**config.mk**
```make
export PLATFORM = sky130hd
export DESIGN_NAME = mem_arbiter
export DESIGN_NICKNAME = d
export VERILOG_FILES = /design/src/rtl/mem_arbiter.sv
export SDC_FILE = /design/constraint.sdc
export NUM_CORES = 1
export LEC_CHECK = 0
export BUFFER_PORTS_ARGS = -buffer_cell sky130_fd_sc_hd__buf_2
export CAP_MARGIN = 30
export CELL_PAD_IN_SITES_DETAIL_PLACEMENT = 0
export CELL_PAD_IN_SITES_GLOBAL_PLACEMENT = 1
export CORE_ASPECT_RATIO = 1.1
export CORE_MARGIN = 8
export CORE_UTILIZATION = 20
export CTS_CLUSTER_DIAMETER = 50
export DETAILED_ROUTE_END_ITERATION = 7
export GPL_TIMING_DRIVEN = 0
export PLACE_DENSITY = 0.93
export SYNTH_ARGS = -nofsm -noshare
export SYNTH_HDL_FRONTEND = slang
export SYNTH_SLANG_ARGS = --single-unit
```
**constraint.sdc**
```tcl
create_clock -name clk -period 2.9 [get_ports clk]
set_input_delay 0.58 -clock clk [delete_from_list [all_inputs] [get_ports clk]]
set_output_delay 0.58 -clock clk [all_outputs]
set_load 0.01 [all_outputs]
```
**src/rtl/mem_arbiter.sv**
```systemverilog
// mem_arbiter: shares one single-port 16-bit word RAM between a CPU port (0) and a
// loader/debug port (1) with round-robin arbitration and a port-1 exclusive lock mode.

module mem_arbiter_checker (
    input logic clk,
    input logic rst,
    input logic m0_gnt,
    input logic m1_gnt,
    input logic m0_rvalid,
    input logic m1_rvalid,
    input logic locked
);
    // Invariants: one RAM access per cycle, one response per cycle, no CPU grant while locked
    always_ff @(posedge clk) begin
        if (rst) begin
            assert (!(m0_gnt && m1_gnt)) else $error("FAIL chk_dual_gnt observed=1 expected=0");
            assert (!(m0_rvalid && m1_rvalid)) else $error("FAIL chk_dual_rvalid observed=1 expected=0");
            assert (!(locked && m0_gnt)) else $error("FAIL chk_locked_m0_gnt observed=1 expected=0");
        end
    end
endmodule

module mem_arbiter #(
    parameter int ADDR_WIDTH = 5,
    parameter int DATA_WIDTH = 16
) (
    input  logic                  clk,
    input  logic                  rst,

    input  logic                  m0_req,
    input  logic                  m0_we,
    input  logic [1:0]            m0_be,
    input  logic [ADDR_WIDTH-1:0] m0_addr,
    input  logic [DATA_WIDTH-1:0] m0_wdata,
    output logic                  m0_gnt,
    output logic                  m0_rvalid,
    output logic [DATA_WIDTH-1:0] m0_rdata,

    input  logic                  m1_req,
    input  logic                  m1_we,
    input  logic [1:0]            m1_be,
    input  logic [ADDR_WIDTH-1:0] m1_addr,
    input  logic [DATA_WIDTH-1:0] m1_wdata,
    output logic                  m1_gnt,
    output logic                  m1_rvalid,
    output logic [DATA_WIDTH-1:0] m1_rdata,
    input  logic                  m1_lock,

    output logic                  ram_en,
    output logic                  ram_we,
    output logic [1:0]            ram_be,
    output logic [ADDR_WIDTH-1:0] ram_addr,
    output logic [DATA_WIDTH-1:0] ram_wdata,
    input  logic [DATA_WIDTH-1:0] ram_rdata,

    output logic [7:0]            conflict_cnt,
    output logic                  locked
);

    typedef enum logic [0:0] {
        FREE   = 1'b0,
        LOCKED = 1'b1
    } state_t;

    state_t      state_r;
    state_t      state_nxt_s;
    logic        last_r;
    logic        last_nxt_s;
    logic [7:0]  cnt_r;
    logic [7:0]  cnt_nxt_s;
    logic        rv0_r;
    logic        rv1_r;
    logic        gnt0_s;
    logic        gnt1_s;
    logic        both_s;

    function automatic logic [7:0] sat_inc(input logic [7:0] v);
        if (v == 8'hFF) begin
            return v;
        end else begin
            return v + 8'd1;
        end
    endfunction

    function automatic logic write_strobe(input logic we, input logic [1:0] be);
        return we & (be != 2'b00);
    endfunction

    // Arbitration, lock FSM next state, round-robin pointer and conflict counter
    always_comb begin
        gnt0_s      = 1'b0;
        gnt1_s      = 1'b0;
        state_nxt_s = state_r;
        last_nxt_s  = last_r;
        cnt_nxt_s   = cnt_r;
        both_s      = m0_req & m1_req;
        if (!rst) begin
            gnt0_s = 1'b0;
            gnt1_s = 1'b0;
        end else begin
            case (state_r)
                FREE: begin
                    // On conflict the port that did not win last time gets the RAM
                    if (both_s) begin
                        gnt0_s = last_r;
                        gnt1_s = ~last_r;
                    end else begin
                        gnt0_s = m0_req;
                        gnt1_s = m1_req;
                    end
                    if (gnt1_s && m1_lock) begin
                        state_nxt_s = LOCKED;
                    end else begin
                        state_nxt_s = FREE;
                    end
                end
                LOCKED: begin
                    gnt0_s = 1'b0;
                    gnt1_s = m1_req;
                    if (!m1_lock) begin
                        state_nxt_s = FREE;
                    end else begin
                        state_nxt_s = LOCKED;
                    end
                end
                default: begin
                    state_nxt_s = FREE;
                end
            endcase
            if (gnt0_s) begin
                last_nxt_s = 1'b0;
            end else if (gnt1_s) begin
                last_nxt_s = 1'b1;
            end else begin
                last_nxt_s = last_r;
            end
            if (both_s) begin
                cnt_nxt_s = sat_inc(cnt_r);
            end else begin
                cnt_nxt_s = cnt_r;
            end
        end
    end

    // Steer the winner's fields onto the RAM; an idle cycle drives all zeros
    always_comb begin
        ram_en    = 1'b0;
        ram_we    = 1'b0;
        ram_be    = 2'b00;
        ram_addr  = {ADDR_WIDTH{1'b0}};
        ram_wdata = {DATA_WIDTH{1'b0}};
        if (gnt0_s) begin
            ram_en    = 1'b1;
            ram_we    = write_strobe(m0_we, m0_be);
            ram_addr  = m0_addr;
            ram_wdata = m0_wdata;
            if (m0_we) begin
                ram_be = m0_be;
            end else begin
                ram_be = 2'b00;
            end
        end else if (gnt1_s) begin
            ram_en    = 1'b1;
            ram_we    = write_strobe(m1_we, m1_be);
            ram_addr  = m1_addr;
            ram_wdata = m1_wdata;
            if (m1_we) begin
                ram_be = m1_be;
            end else begin
                ram_be = 2'b00;
            end
        end else begin
            ram_en = 1'b0;
        end
    end

    // State, pointer, counter and read-response tracking
    always_ff @(posedge clk) begin
        if (!rst) begin
            state_r <= FREE;
            last_r  <= 1'b1;
            cnt_r   <= 8'd0;
            rv0_r   <= 1'b0;
            rv1_r   <= 1'b0;
        end else begin
            state_r <= state_nxt_s;
            last_r  <= last_nxt_s;
            cnt_r   <= cnt_nxt_s;
            rv0_r   <= gnt0_s & ~m0_we;
            rv1_r   <= gnt1_s & ~m1_we;
        end
    end

    // A response still in flight while reset is held is suppressed, not delivered
    assign m0_gnt       = gnt0_s;
    assign m1_gnt       = gnt1_s;
    assign m0_rvalid    = rv0_r & rst;
    assign m1_rvalid    = rv1_r & rst;
    assign m0_rdata     = m0_rvalid ? ram_rdata : {DATA_WIDTH{1'b0}};
    assign m1_rdata     = m1_rvalid ? ram_rdata : {DATA_WIDTH{1'b0}};
    assign conflict_cnt = cnt_r;
    assign locked       = (state_r == LOCKED);

    mem_arbiter_checker u_checker (
        .clk       (clk),
        .rst       (rst),
        .m0_gnt    (m0_gnt),
        .m1_gnt    (m1_gnt),
        .m0_rvalid (m0_rvalid),
        .m1_rvalid (m1_rvalid),
        .locked    (locked)
    );

endmodule
```
==> results.md <==
- Counting distinct cell types in the post-synthesis netlist gives 30.
- The number of max-cap violations is 0.
- The net count after synthesis is 202.
- The number of setup violations in the final report is 0.
- The core outline area is 5000 µm².
- The total wire length after detailed routing is 4900 µm.
- The worst setup path is captured at an output pin.
- The most critical setup path has its startpoint at m1_req.
- The final antenna-violating net count is 0.
- The die area is 7720 µm².
- The setup path with the least slack is of type in -> out.
- After floorplanning, the core was divided into 27 placement rows.
- The fraction of power consumed by combinational cells is 33.1%.
- Traced cell by cell, the critical path runs through buf_2, nor2b_1, nor4b_4, buf_2, o211ai_1, nand2_1, buf_2.
- For this design the top-level I/O count stands at 139.
- The worst setup path is launched from an input port.
- Clock tree synthesis inserted a total of 3 buffers.
- The number of cells on the worst reg-to-reg path is 5.
- The count of nets after finishing is 345.
- The cell area power density is 291 nW/µm².
- The post-synthesis share of cell area spent on full adders, half adders and majority gates is 1.21%.
- The clock slew seen by the registers of the worst setup and hold paths is 0.06 ns.
- The max-slew violation count was 0.
- The analysis attributes to net switching a power of 0.158 mW.
- The pre-CTS worst setup slack is 0.367 ns.
- The number of sinks driven by the clock tree is 12.
- After synthesis the netlist holds a flip-flop and latch count of 12.
- The area added between synthesis and finish is 79.3%.
- The cell sitting at the root of the clock tree is a sky130_fd_sc_hd__clkbuf_8.
- Across every metal layer, demand over resource in global routing totals 12.2%.
- For the final routed database, the setup TNS stands at 0 ns.
- After routing the design area is 1850 µm².
- The average vias per placed instance is 4.79.
- In this run the worst hold path is classified as reg -> reg.
- The number of global-route vias before repair is 1655.
- The synthesized netlist devotes 29.5% of its cell area to compound gates.
- The xor-xnor portion of the synthesized cell area is 0.848%.
- The level count of the clock H-tree is 1.
- The largest stage delay on the critical path is 0.46 ns.
- Input and output buffers added on the ports amount to 138.
- The leakage power figure is 1.19 nW.
- The launching point of the worst reg2reg path is conflict_cnt[0].
- The relative contribution of sequential cells to total power is 32.7%.
- The setup check on the worst reg-to-reg path leaves a slack of 1.31 ns.
- The post-DP HPWL is 4180 µm.
- The count of routing violations after the opening detailed-route iteration is 52.
- The clock reaches the later pin of the worst-skew pair after 0.24 ns.
- The maximum clock frequency is 399 MHz.
- The slew at the pin closest to its max-slew limit is 0.502 ns.
- Synthesis produced a netlist whose cell count is 132.
- The run finished with clean final reports.
- The congestion estimate from routability-driven global placement came to 0.810.
- Summing all placed instances gives a cell area of 1800 µm².
- Hold repair after CTS inserted 0 buffers.
- The switching share of power is 29.4%.
- The overflow left after global routing is 0.
- The overall die height is 91.4 µm.
- Of the total synthesized cell area, the portion taken by AND, OR, NAND and NOR gates is 37.8%.
- Setup repair after global routing left no endpoint under its margin.
- In the routed design, unresolved DRC markers number 0.
- The internal power contribution is 0.380 mW.
- The detailed router placed 1590 vias in this run.
- The first global-routing pass estimated 7820 µm of wire.
- The proportion of power drawn by the clock network is 34.1%.
- The cell that appears most often on the critical path is sky130_fd_sc_hd__buf_2.
- In the layout the commonest cells are sky130_fd_sc_hd__buf_2 (143), sky130_fd_sc_hd__and3_1 (33), sky130_fd_sc_hd__a22o_1 (21).
- The register area share after synthesis is 23.3%.
- The number of antenna violations at the first check in global routing is 0.
- The endpoint identified for the worst register-to-register timing path is conflict_cnt[7].
- The total inserted antenna cells is 0.
- The worst supply voltage drop on vdd is 146 µV.
- Yosys printed 0 warnings.
- The layout has 542 filler cells.
- The number of buffers on the longest clock path is 2.
- Of all nets on the critical path, the largest fanout is 10.
- The post-route clock skew is 0.00485 ns.
- The number of buffers inserted to repair setup after CTS is 0.
- The most critical setup path has its endpoint at ram_we.
- The average routed wire per standard cell is 14.8 µm.
- The final count of hold timing violations is 0.
- The shortest period the worst path allows is 2.51 ns.
- The combinational family with the most area after synthesis is simple AND/OR/NAND/NOR gates.
- The die is 84.5 µm wide.
- The most common library cell in the layout ignoring fill and taps is sky130_fd_sc_hd__buf_2.
- The number of gates resized after CTS was 0.
- In the finished design, the share of the clock period the worst path needs comes to 86.5%.
- TritonCTS built the clock tree.
- The arrival time at the worst endpoint is 1.93 ns.
- Measured against its own limit, the worst slew margin works out to 66.4%.
- The first detailed-routing pass took 4 iterations.
- The largest individual stage delay along the critical path comes from the cell sky130_fd_sc_hd__nor4b_4.
- The worst-case setup margin in the final layout is 0.391 ns.
- After synthesis the cells add up to 1030 µm².
- The critical path required time is 2.32 ns.
- Measured against the total synthesized area, the mux share comes to 0.970%.
- The effective utilization at floorplan is 20.6%.
- The pin count of the biggest net entering global routing is 11.
- The post-route netlist has 55.5% of its cells at a drive strength greater than 1.
- A synthesized cell averages 7.82 µm².
==> stage by stage <==
step                      utilization (%)  total power [mW]  hold WS (ns)  instances
after global routing                 37.0             0.575         0.538        332
after global placement               35.9             0.357         0.474        328
after CTS                            37.0             0.545         0.497        332
after floorplan                         -             0.262         0.500        132
after detailed placement             35.9             0.360         0.488        328
final                                37.0             0.538         0.503        332
==> power by group through the flow <==
stage | logic [mW] | clock network, mW | registers, mW
2_1_floorplan | 0.0827 | 0 | 0.179
3_3_place_gp | 0.178 | 0 | 0.179
3_5_place_dp | 0.181 | 0 | 0.180
4_1_cts | 0.181 | 0.187 | 0.176
5_1_grt | 0.198 | 0.200 | 0.177
6_report | 0.178 | 0.184 | 0.176
==> metal layers <==
metal | GRT usage, % | wire length (µm) | up-vias
met3 | 6.49 | 606 | 4
met5 | 0 | 0 | -
met4 | 3.57 | 48 | 0
met2 | 21.7 | 2330 | 98
li1 | - | - | 791
met1 | 11.9 | 1910 | 697
==> state kept, by name (all words and copies together) (netlist names) <==
signal	flops
rv0_r	1
conflict_cnt	8
locked	1
rv1_r	1
last_r	1
==> worst max-delay path: cells and delay by family <==
| kind | cells | cell delay, ns |
|---|---|---|
| compound gates | 1 | 0.11 |
| buf+inv | 3 | 0.56 |
| simple gates | 3 | 0.68 |
==> cell type report <==
type | instances | area (µm²) | area share [%]
Clock buffer | 4 | 55.1 | 2.97
Timing Repair Buffer | 138 | 691 | 37.3
Buffer | 12 | 58.8 | 3.18
Inverter | 2 | 7.51 | 0.406
Sequential cell | 12 | 240 | 13.0
Tap cell | 58 | 72.6 | 3.92
Multi-Input combinational cell | 106 | 726 | 39.2
==> cell families after synthesis <==
family,Yosys count
AO/OA/AOI/OAI,40
multiplexers,1
AND/OR/NAND/NOR,63
buffers and inverters,14
adder cells (fa/ha/maj),1
XOR/XNOR,1
flip-flops,12
==> cells in the mapped netlist <==
cell / count / area (µm²)
sky130_fd_sc_hd__and4_1: 1 / 8.76
sky130_fd_sc_hd__or4_1: 2 / 15.0
sky130_fd_sc_hd__dfxtp_1: 12 / 240
sky130_fd_sc_hd__nand4_1: 1 / 6.26
sky130_fd_sc_hd__a21oi_1: 7 / 35.0
sky130_fd_sc_hd__a22o_1: 21 / 184
sky130_fd_sc_hd__a41o_1: 1 / 10.0
sky130_fd_sc_hd__buf_2: 5 / 25.0
sky130_fd_sc_hd__ha_1: 1 / 12.5
sky130_fd_sc_hd__buf_6: 1 / 11.3
sky130_fd_sc_hd__or3_1: 3 / 18.8
sky130_fd_sc_hd__xor2_1: 1 / 8.76
sky130_fd_sc_hd__nor2_1: 3 / 11.3
sky130_fd_sc_hd__nor2b_1: 3 / 18.8
sky130_fd_sc_hd__nand2_1: 7 / 26.3
sky130_fd_sc_hd__o31ai_1: 2 / 15.0
sky130_fd_sc_hd__inv_2: 1 / 3.75
sky130_fd_sc_hd__o211ai_1: 2 / 15.0
sky130_fd_sc_hd__and3_1: 33 / 206
sky130_fd_sc_hd__nand3_1: 3 / 15.0
sky130_fd_sc_hd__or2_2: 1 / 6.26
sky130_fd_sc_hd__nand3b_1: 1 / 7.51
sky130_fd_sc_hd__mux2i_1: 1 / 10.0
sky130_fd_sc_hd__and2_1: 3 / 18.8
sky130_fd_sc_hd__clkbuf_1: 6 / 22.5
sky130_fd_sc_hd__nor4b_4: 1 / 23.8
sky130_fd_sc_hd__inv_1: 1 / 3.75
sky130_fd_sc_hd__a32o_1: 2 / 20.0
sky130_fd_sc_hd__or3_2: 1 / 7.51
sky130_fd_sc_hd__o21ai_0: 5 / 25.0
==> how the worst min path moves through the flow <==
stage | startpoint | to | slack (ns) | depth (start not counted)
floorplan | last_r | last_r | 0.50 | 2
finish | conflict_cnt[6] | conflict_cnt[6] | 0.50 | 2
detailed placement | conflict_cnt[6] | conflict_cnt[6] | 0.49 | 2
CTS | conflict_cnt[6] | conflict_cnt[6] | 0.50 | 2
global route | m1_we | rv1_r | 0.54 | 2
global placement | conflict_cnt[6] | conflict_cnt[6] | 0.47 | 2
No activity file was read; power rests on OpenSTA's default activity.
